`src/rtl/riscv_pkg.sv`:
```
// Shared types for the 16-bit core: instruction classes and memory-stage states.
package riscv_pkg;

    typedef enum logic [2:0] {
        OP_ADD = 3'b000,
        OP_SUB = 3'b001,
        OP_LD  = 3'b010,
        OP_ST  = 3'b011,
        OP_AND = 3'b100,
        OP_OR  = 3'b101,
        OP_XOR = 3'b110,
        OP_SLT = 3'b111
    } op_t;

    typedef enum logic [1:0] {
        IDLE = 2'd0,
        REQ  = 2'd1,
        WAIT = 2'd2
    } mem_state_t;

    function automatic logic is_mem_op(input op_t o);
        return (o == OP_LD) || (o == OP_ST);
    endfunction

endpackage

```
`src/rtl/mem_wb_stage.sv`:
```
// Memory/write-back stage: one data-memory transaction per load/store over req/gnt/rvalid,
// single-cycle register-file write, back-pressure while busy, timeout abort.
module mem_wb_stage
    import riscv_pkg::*;
#(
    parameter int unsigned TIMEOUT = 255
) (
    input  logic        clk,
    input  logic        rst,
    input  logic        in_valid,
    output logic        in_ready,
    input  logic [15:0] alu_data,
    input  logic [15:0] store_data,
    input  op_t         op,
    input  logic [2:0]  rd,
    output logic        mem_req,
    output logic        mem_we,
    output logic [15:0] mem_addr,
    output logic [15:0] mem_wdata,
    input  logic        mem_gnt,
    input  logic        mem_rvalid,
    input  logic [15:0] mem_rdata,
    output logic        wb_en,
    output logic [2:0]  wb_rd,
    output logic [15:0] wb_data,
    output logic        mem_err
);

    localparam logic [15:0] CntLast = 16'(TIMEOUT - 1);

    mem_state_t  state_q;
    logic [15:0] cnt_q;
    logic [2:0]  rd_q;

    assign in_ready = (state_q == IDLE);

    always_ff @(posedge clk or posedge rst) begin
        if (rst) begin
            state_q   <= IDLE;
            cnt_q     <= 16'd0;
            rd_q      <= 3'd0;
            mem_req   <= 1'b0;
            mem_we    <= 1'b0;
            mem_addr  <= 16'd0;
            mem_wdata <= 16'd0;
            wb_en     <= 1'b0;
            wb_rd     <= 3'd0;
            wb_data   <= 16'd0;
            mem_err   <= 1'b0;
        end else begin
            wb_en   <= 1'b0;
            mem_err <= 1'b0;
            unique case (state_q)
                IDLE: begin
                    if (in_valid) begin
                        rd_q <= rd;
                        if (is_mem_op(op)) begin
                            state_q   <= REQ;
                            cnt_q     <= 16'd0;
                            mem_req   <= 1'b1;
                            mem_we    <= (op == OP_ST);
                            mem_addr  <= alu_data;
                            mem_wdata <= store_data;
                        end else begin
                            wb_en   <= (rd != 3'd0);
                            wb_rd   <= rd;
                            wb_data <= alu_data;
                        end
                    end
                end
                REQ: begin
                    cnt_q <= cnt_q + 16'd1;
                    // Completion wins over a timeout that lands in the same cycle.
                    if (mem_gnt && (mem_we || mem_rvalid)) begin
                        state_q <= IDLE;
                        mem_req <= 1'b0;
                        if (!mem_we) begin
                            wb_en   <= (rd_q != 3'd0);
                            wb_rd   <= rd_q;
                            wb_data <= mem_rdata;
                        end
                    end else if (cnt_q == CntLast) begin
                        state_q <= IDLE;
                        mem_req <= 1'b0;
                        mem_err <= 1'b1;
                    end else if (mem_gnt) begin
                        state_q <= WAIT;
                        mem_req <= 1'b0;
                    end
                end
                WAIT: begin
                    cnt_q <= cnt_q + 16'd1;
                    if (mem_rvalid) begin
                        state_q <= IDLE;
                        wb_en   <= (rd_q != 3'd0);
                        wb_rd   <= rd_q;
                        wb_data <= mem_rdata;
                    end else if (cnt_q == CntLast) begin
                        state_q <= IDLE;
                        mem_err <= 1'b1;
                    end
                end
                default: state_q <= IDLE;
            endcase
        end
    end

endmodule
```
`config.mk`:
```
export PLATFORM = sky130hd
export DESIGN_NAME = mem_wb_stage
export DESIGN_NICKNAME = d
export VERILOG_FILES = /design/src/rtl/riscv_pkg.sv /design/src/rtl/mem_wb_stage.sv
export SDC_FILE = /design/constraint.sdc
export NUM_CORES = 1
export LEC_CHECK = 0
export ABC_AREA = 1
export CAP_MARGIN = 5
export CORE_MARGIN = 2
export CORE_UTILIZATION = 47
export DETAILED_ROUTE_END_ITERATION = 8
export PLACE_DENSITY_LB_ADDON = 0.12
export SLEW_MARGIN = 20
export SYNTH_ARGS = -nofsm -noshare
export SYNTH_HDL_FRONTEND = slang
export SYNTH_SLANG_ARGS = --single-unit
```
`constraint.sdc`:
```
create_clock -name clk -period 3.25 [get_ports clk]
set_clock_uncertainty 0.1 [all_clocks]
set_input_delay 0.4875 -clock clk [delete_from_list [all_inputs] [get_ports clk]]
set_output_delay 0.4875 -clock clk [all_outputs]
set_load 0.02 [all_outputs]
```
==> After elaboration in Yosys (flattened, before gate mapping) <==
Cells that the tools add are included.
{ "word_totals": {"input_bits": 59, "output_inout_bits": 56, "word_cells": 80, "ff_bits": 76} }
{ "op_classes": {"muxes": 39, "add_sub_neg": 1, "reduce_logical": 16, "eq_ne": 13} }
{ "ops": {"columns": ["op", "count"], "rows": [
  ["16-bit 2-to-1 mux", 7],
  ["16-bit case mux with 3 select lines", 1],
  ["16-bit case mux with 2 select lines", 1],
  ["16-bit by 1-bit adder with 16-bit output, second input constant", 1],
  ["16-bit by 8-bit == test with 1-bit output, second input constant", 1],
  ["3-bit 2-to-1 mux", 5],
  ["2-bit 2-to-1 mux", 7],
  ["1-bit 2-to-1 mux", 13],
  ["2-bit inequality test, second input constant", 5],
  ["3-bit case mux with 3 select lines", 1],
  ["3-bit nonzero test", 3],
  ["4-bit AND reduction", 2],
  ["3-bit by 2-bit == test with 1-bit output, second input constant", 2],
  ["2-bit case mux with 3 select lines", 1],
  ["3-bit AND reduction", 2],
  ["6-bit AND reduction", 1],
  ["4-bit inequality test, second input constant", 1],
  ["1-bit case mux with 2 select lines", 2],
  ["2-bit nonzero test", 2],
  ["3-bit inequality test, second input constant", 1],
  ["1-bit case mux with 3 select lines", 1],
  ["2-bit by 1-bit == test with 1-bit output, second input constant", 1],
  ["2-bit == test, second input constant", 1],
  ["2-bit zero test", 1],
  ["5 further kinds", 6]
]} }

==> Longest topological paths before layout <==
{ "depth": {"ltp_word": 5, "mapped_depth": 11, "depth_no_buf": 11} }

==> Worst setup path after synthesis <==
OpenSTA, ideal clock, no wires.
{ "synth_path": {"path_kind": "register to register", "start": "reg state_q[0]", "end": "reg mem_wdata[10]", "n_path_buf": 1, "required_ps": 3025, "setup_time_ps": 125, "synth_period_minus_slack_ps": 1829, "slack_ps": 1421, "stages_incl_launch_ff": 8, "t_arrival_ps": 1604, "path_cell_list": "dfrtp_1 inv_1 ha_1 nand2_2 inv_2 nand2_4 buf_6 mux2_4"} }
{ "synth_via": {"elab_chain_len": 2} }
{ "synth_lines": {"columns": ["item", "line_no", "source"], "rows": [
  ["start: declaration", "mem_wb_stage.sv:31", "mem_state_t state_q;"],
  ["start signal: assignment", "mem_wb_stage.sv:39", "state_q <= IDLE;"],
  ["start signal: assignment", "mem_wb_stage.sv:58", "state_q <= REQ;"],
  ["start signal: assignment", "mem_wb_stage.sv:75", "state_q <= IDLE;"],
  ["2-bit zero test", null, null],
  ["named net in_ready", "mem_wb_stage.sv:11", "output logic in_ready,"],
  ["3-bit AND reduction (no line)", null, null],
  ["end signal: assignment", "mem_wb_stage.sv:63", "mem_wdata <= store_data;"],
  ["end: declaration", "mem_wb_stage.sv:19", "output logic [15:0] mem_wdata,"]
]} }
The timed path passes the listed nets, and every way through them passes these cells.
A chain may end at the register's enable or synchronous reset.

==> Worst setup path after layout <==
{ "layout_path": {"start": "reg state_q[0]", "end": "out in_ready"} }
{ "layout_via": {"elab_chain_len": 1} }
{ "layout_lines": {"columns": ["item", "line_no", "source"], "rows": [
  ["2-bit zero test", "mem_wb_stage.sv:35", "assign in_ready = (state_q == IDLE);"],
  ["end: declaration", "mem_wb_stage.sv:11", null]
]} }
Every way passes these cells.

==> metrics.yaml <==
sta:
  report.final.hold_viol_count: 0
  timing.fmax_mhz: 407.0
  slew-limit-headroom_pct: 43.56
  setup_repair_after_global_routing_missed_its_margin: "no"
  layout_worst_path_cycle_share_pct: 75.60
  tightest_slew_ps: 845.3
  finalSetupTns_ps: 0
  total_setup_violations_reported_at_the_end_of_the_flow: 0
  slew_violations: 0
  final_period_minus_worst_setup_slack_ps: 2457
setup_path:
  reg_to_reg_startpoint: "state_q[0]"
  crit_path_max_fanout: 8
  critical_path_endpoint_category: "primary output"
  cp-startpoint: "state_q[0]"
  critPathKind: "reg -> out"
  worstSetupStartpointType: "register"
  worst-endpoint-required_ps: 2660
  data_arrival_critical_path_ps: 1870
finish:
  final_layout_size_suffix_gt1_share_pct: 10.34
  synthToLayoutAreaGrowth_pct: 39.04
  num_antenna_cells: 0
  finalCoreUtilization_pct: 67.36
  final_net_count: 621
yosys:
  synth_top_area_share_pct: 50.80
  synth.avg_cell_area_um2: 8.547
  synthesis.area_um2: 3744
  synth_edf_count: 0
  post_synth_top_area_cell: "sky130_fd_sc_hd__dfrtp_1"
  synth_cells: 438
  synth_top_family_by_area: "simple AND/OR/NAND/NOR gates"
  yosys-top-cells-area: "sky130_fd_sc_hd__dfrtp_1 51%, sky130_fd_sc_hd__nand2_1 12%, sky130_fd_sc_hd__o21ai_0 7.5%"
  synthFlopType: "sky130_fd_sc_hd__dfrtp_1"
  postSynth.asyncResetShare_pct: 100.0
  synth_sequential_area_ratio_pct: 50.80
  yosysWarnings: 0
  synthesis.nets: 503
  synth_cell_type_count: 24
  post_synth_fa_ha_maj_area_fraction_pct: 2.005
  post-synth-top-count-cell: "sky130_fd_sc_hd__nand2_1"
  synth_simple_gate_area_share_pct: 20.32
  synthXorXnorAreaFrac_pct: 0
  synthMuxAreaShare_pct: 6.818
  synth.cells.most_frequent: "118 x sky130_fd_sc_hd__nand2_1, 76 x sky130_fd_sc_hd__dfrtp_1, 57 x sky130_fd_sc_hd__inv_1"
  synth_compound_area_share_pct: 11.70
  ys_seq_elements: 76
pwr:
  power.switching_mw: 1.944
  p_int_mw: 2.919
  netSwitchingFraction_pct: 39.97
  peakVddDrop_mv: 0.4494
  comb_power_share_pct: 50.6
  power.share.clock_pct: 17.2
  part_of_the_power_in_registers_pct: 32.2
  power.leakage_nw: 2.551
  power_density_nw_per_um2: 934.4
drt:
  vias: 3289
  totalWireLength_um: 8993
  dr.first_iter.drc_count: 159
  topRoutingLayerUsed: "met4"
  route.met2.wl_um: 4168
  met1Wirelength_um: 4141
  drc: 0
  ant_nets: 0
  post_drt_via_cell_ratio: 4.961
  routedWlPerCell_um: 13.56
  met3_wirelength_um: 559
  drt_pass1_iterations: 4
floorplanning:
  core_area_um2: 7727
  fp.dieW_um: 93.25
  start_util_pct: 48.45
  dieArea_um2: 8695
  die-height_um: 93.25
  floorplan.rows: 32
  pin_count: 115
min_path:
  worstHoldPathType: "reg -> reg"
  min-delay-start: "wb_data[8]"
placement:
  buffer_ports.inserted: 114
  post_detailed_placement_half_perimeter_wirelength_um: 6572
  gp_routability_congestion: 0.8545
flow_run:
  timing.max_cap.violations: 0
clock_network:
  cts_inserted_buffers: 9
  post_cts_setup_repair_bufs: 0
  clk_path_buf_depth: 2
  post_cts.resized_instances: 0
  clock_sink_count: 76
  tritoncts: "built"
  worstSkewPairLatency_ps: 350
  cts.htree.levels: 3
  cts_hold_buffers: 0
  cts.root.buffer_cell: "sky130_fd_sc_hd__clkbuf_8"
  clkTransAtPathRegs_ps: 80
global_routing:
  wire_length_of_the_first_global_routing_pass_um: 14660
  grt.overflow.total: 0
  antenna_found_initial: 0
  via_count_of_the_first_global_routing_pass: 3118
  grt_max_degree: 51
  grtUsageTotal_pct: 21.26
run_status:
  outcome: "finished, final reports clean"
[routing by layer]
layer | vias up | global-route usage (%)
met3 | 13 | 3.787
met5 | - | 0
met1 | 1536 | 29.59
li1 | 1629 | -
met2 | 111 | 33.99
met4 | 0 | 6.618
[registers in the layout (all words and copies together), names as in the netlist]
name	cells
mem_we	1
wb_en	1
state_q	2
wb_rd	3
cnt_q	16
mem_req	1
mem_addr	16
wb_data	16
rd_q	3
mem_wdata	16
mem_err	1
[power groups by stage]
stage	Sequential (mW)	Clock, mW	Combinational (mW)
after floorplan	1.97	0	1.08
after global placement	1.56	0	2.42
after detailed placement	1.57	0	2.48
after CTS	1.56	0.842	2.49
after global routing	1.61	0.884	2.69
final	1.56	0.837	2.46
[cells in the final DEF, fill, tap and decap left out]
cell,n
sky130_fd_sc_hd__ha_1,6
sky130_fd_sc_hd__o21ai_2,7
sky130_fd_sc_hd__inv_6,2
sky130_fd_sc_hd__inv_2,3
sky130_fd_sc_hd__bufinv_16,2
sky130_fd_sc_hd__nor2_2,2
sky130_fd_sc_hd__o21ai_1,5
sky130_fd_sc_hd__o21ai_0,56
sky130_fd_sc_hd__nor4_1,1
sky130_fd_sc_hd__a21oi_1,11
sky130_fd_sc_hd__clkbuf_8,10
sky130_fd_sc_hd__nand2_1,118
sky130_fd_sc_hd__nand4_1,5
sky130_fd_sc_hd__dfrtp_1,76
sky130_fd_sc_hd__or3_1,1
sky130_fd_sc_hd__inv_1,56
sky130_fd_sc_hd__mux2_4,17
sky130_fd_sc_hd__o31ai_1,1
sky130_fd_sc_hd__nand3_1,18
sky130_fd_sc_hd__clkdlybuf4s50_1,114
sky130_fd_sc_hd__nor3_1,3
sky130_fd_sc_hd__nand2_2,4
sky130_fd_sc_hd__buf_4,7
sky130_fd_sc_hd__clkinv_4,1
sky130_fd_sc_hd__nand2_4,1
sky130_fd_sc_hd__a21oi_2,1
sky130_fd_sc_hd__nor2_1,32
sky130_fd_sc_hd__clkinvlp_4,1
[through the flow]
step	hold WS, ps	setup slack [ps]	power, mW	cell area [µm²]	std cells
after floorplan	361.2	724.2	3.055	3744	438
after global placement	364.1	1096	3.986	4974	647
after detailed placement	367.4	1024	4.048	4974	647
after CTS	387.9	777.1	4.893	5205	663
after global routing	408.1	695.8	5.192	5205	663
final	383.8	793.1	4.863	5205	663
[critical path: stages, from the launching register on]
cell,delay (ps)
sky130_fd_sc_hd__dfrtp_1,420
sky130_fd_sc_hd__inv_1,90
sky130_fd_sc_hd__ha_1,340
sky130_fd_sc_hd__clkdlybuf4s50_1,670
[cell families (layout without fill, tap and decap cells)]
logic type      after synthesis  after routing
fa+ha+maj                     6              6
mux                          17             17
buf+inv                      73            196
compound gates               81             81
flops                        76             76
simple gates                185            185
[final cells by class]
| type | instances | area, µm² |
|---|---|---|
| Fill cell | 645 | 2522 |
| Sequential cell | 76 | 1902 |
| Multi-Input combinational cell | 289 | 1529 |
| Timing Repair Buffer | 121 | 1194 |
| Inverter | 59 | 221.5 |
| Clock buffer | 10 | 137.6 |
| Tap cell | 102 | 127.6 |
| Clock inverter | 6 | 93.84 |
[path summary, 6_finish.rpt]
check | end | slack [ps] | cells after the start
min in group asynchronous | mem_wdata[15] | 530 | 2
max in group asynchronous | wb_data[2] | 1830 | 3
min reg2reg | wb_data[8] | 380 | 2
min | wb_data[8] | 380 | 2
max reg2reg | wb_data[13] | 1090 | 7
max | in_ready | 790 | 3
Note: power is estimated with default switching activity, not from simulation.
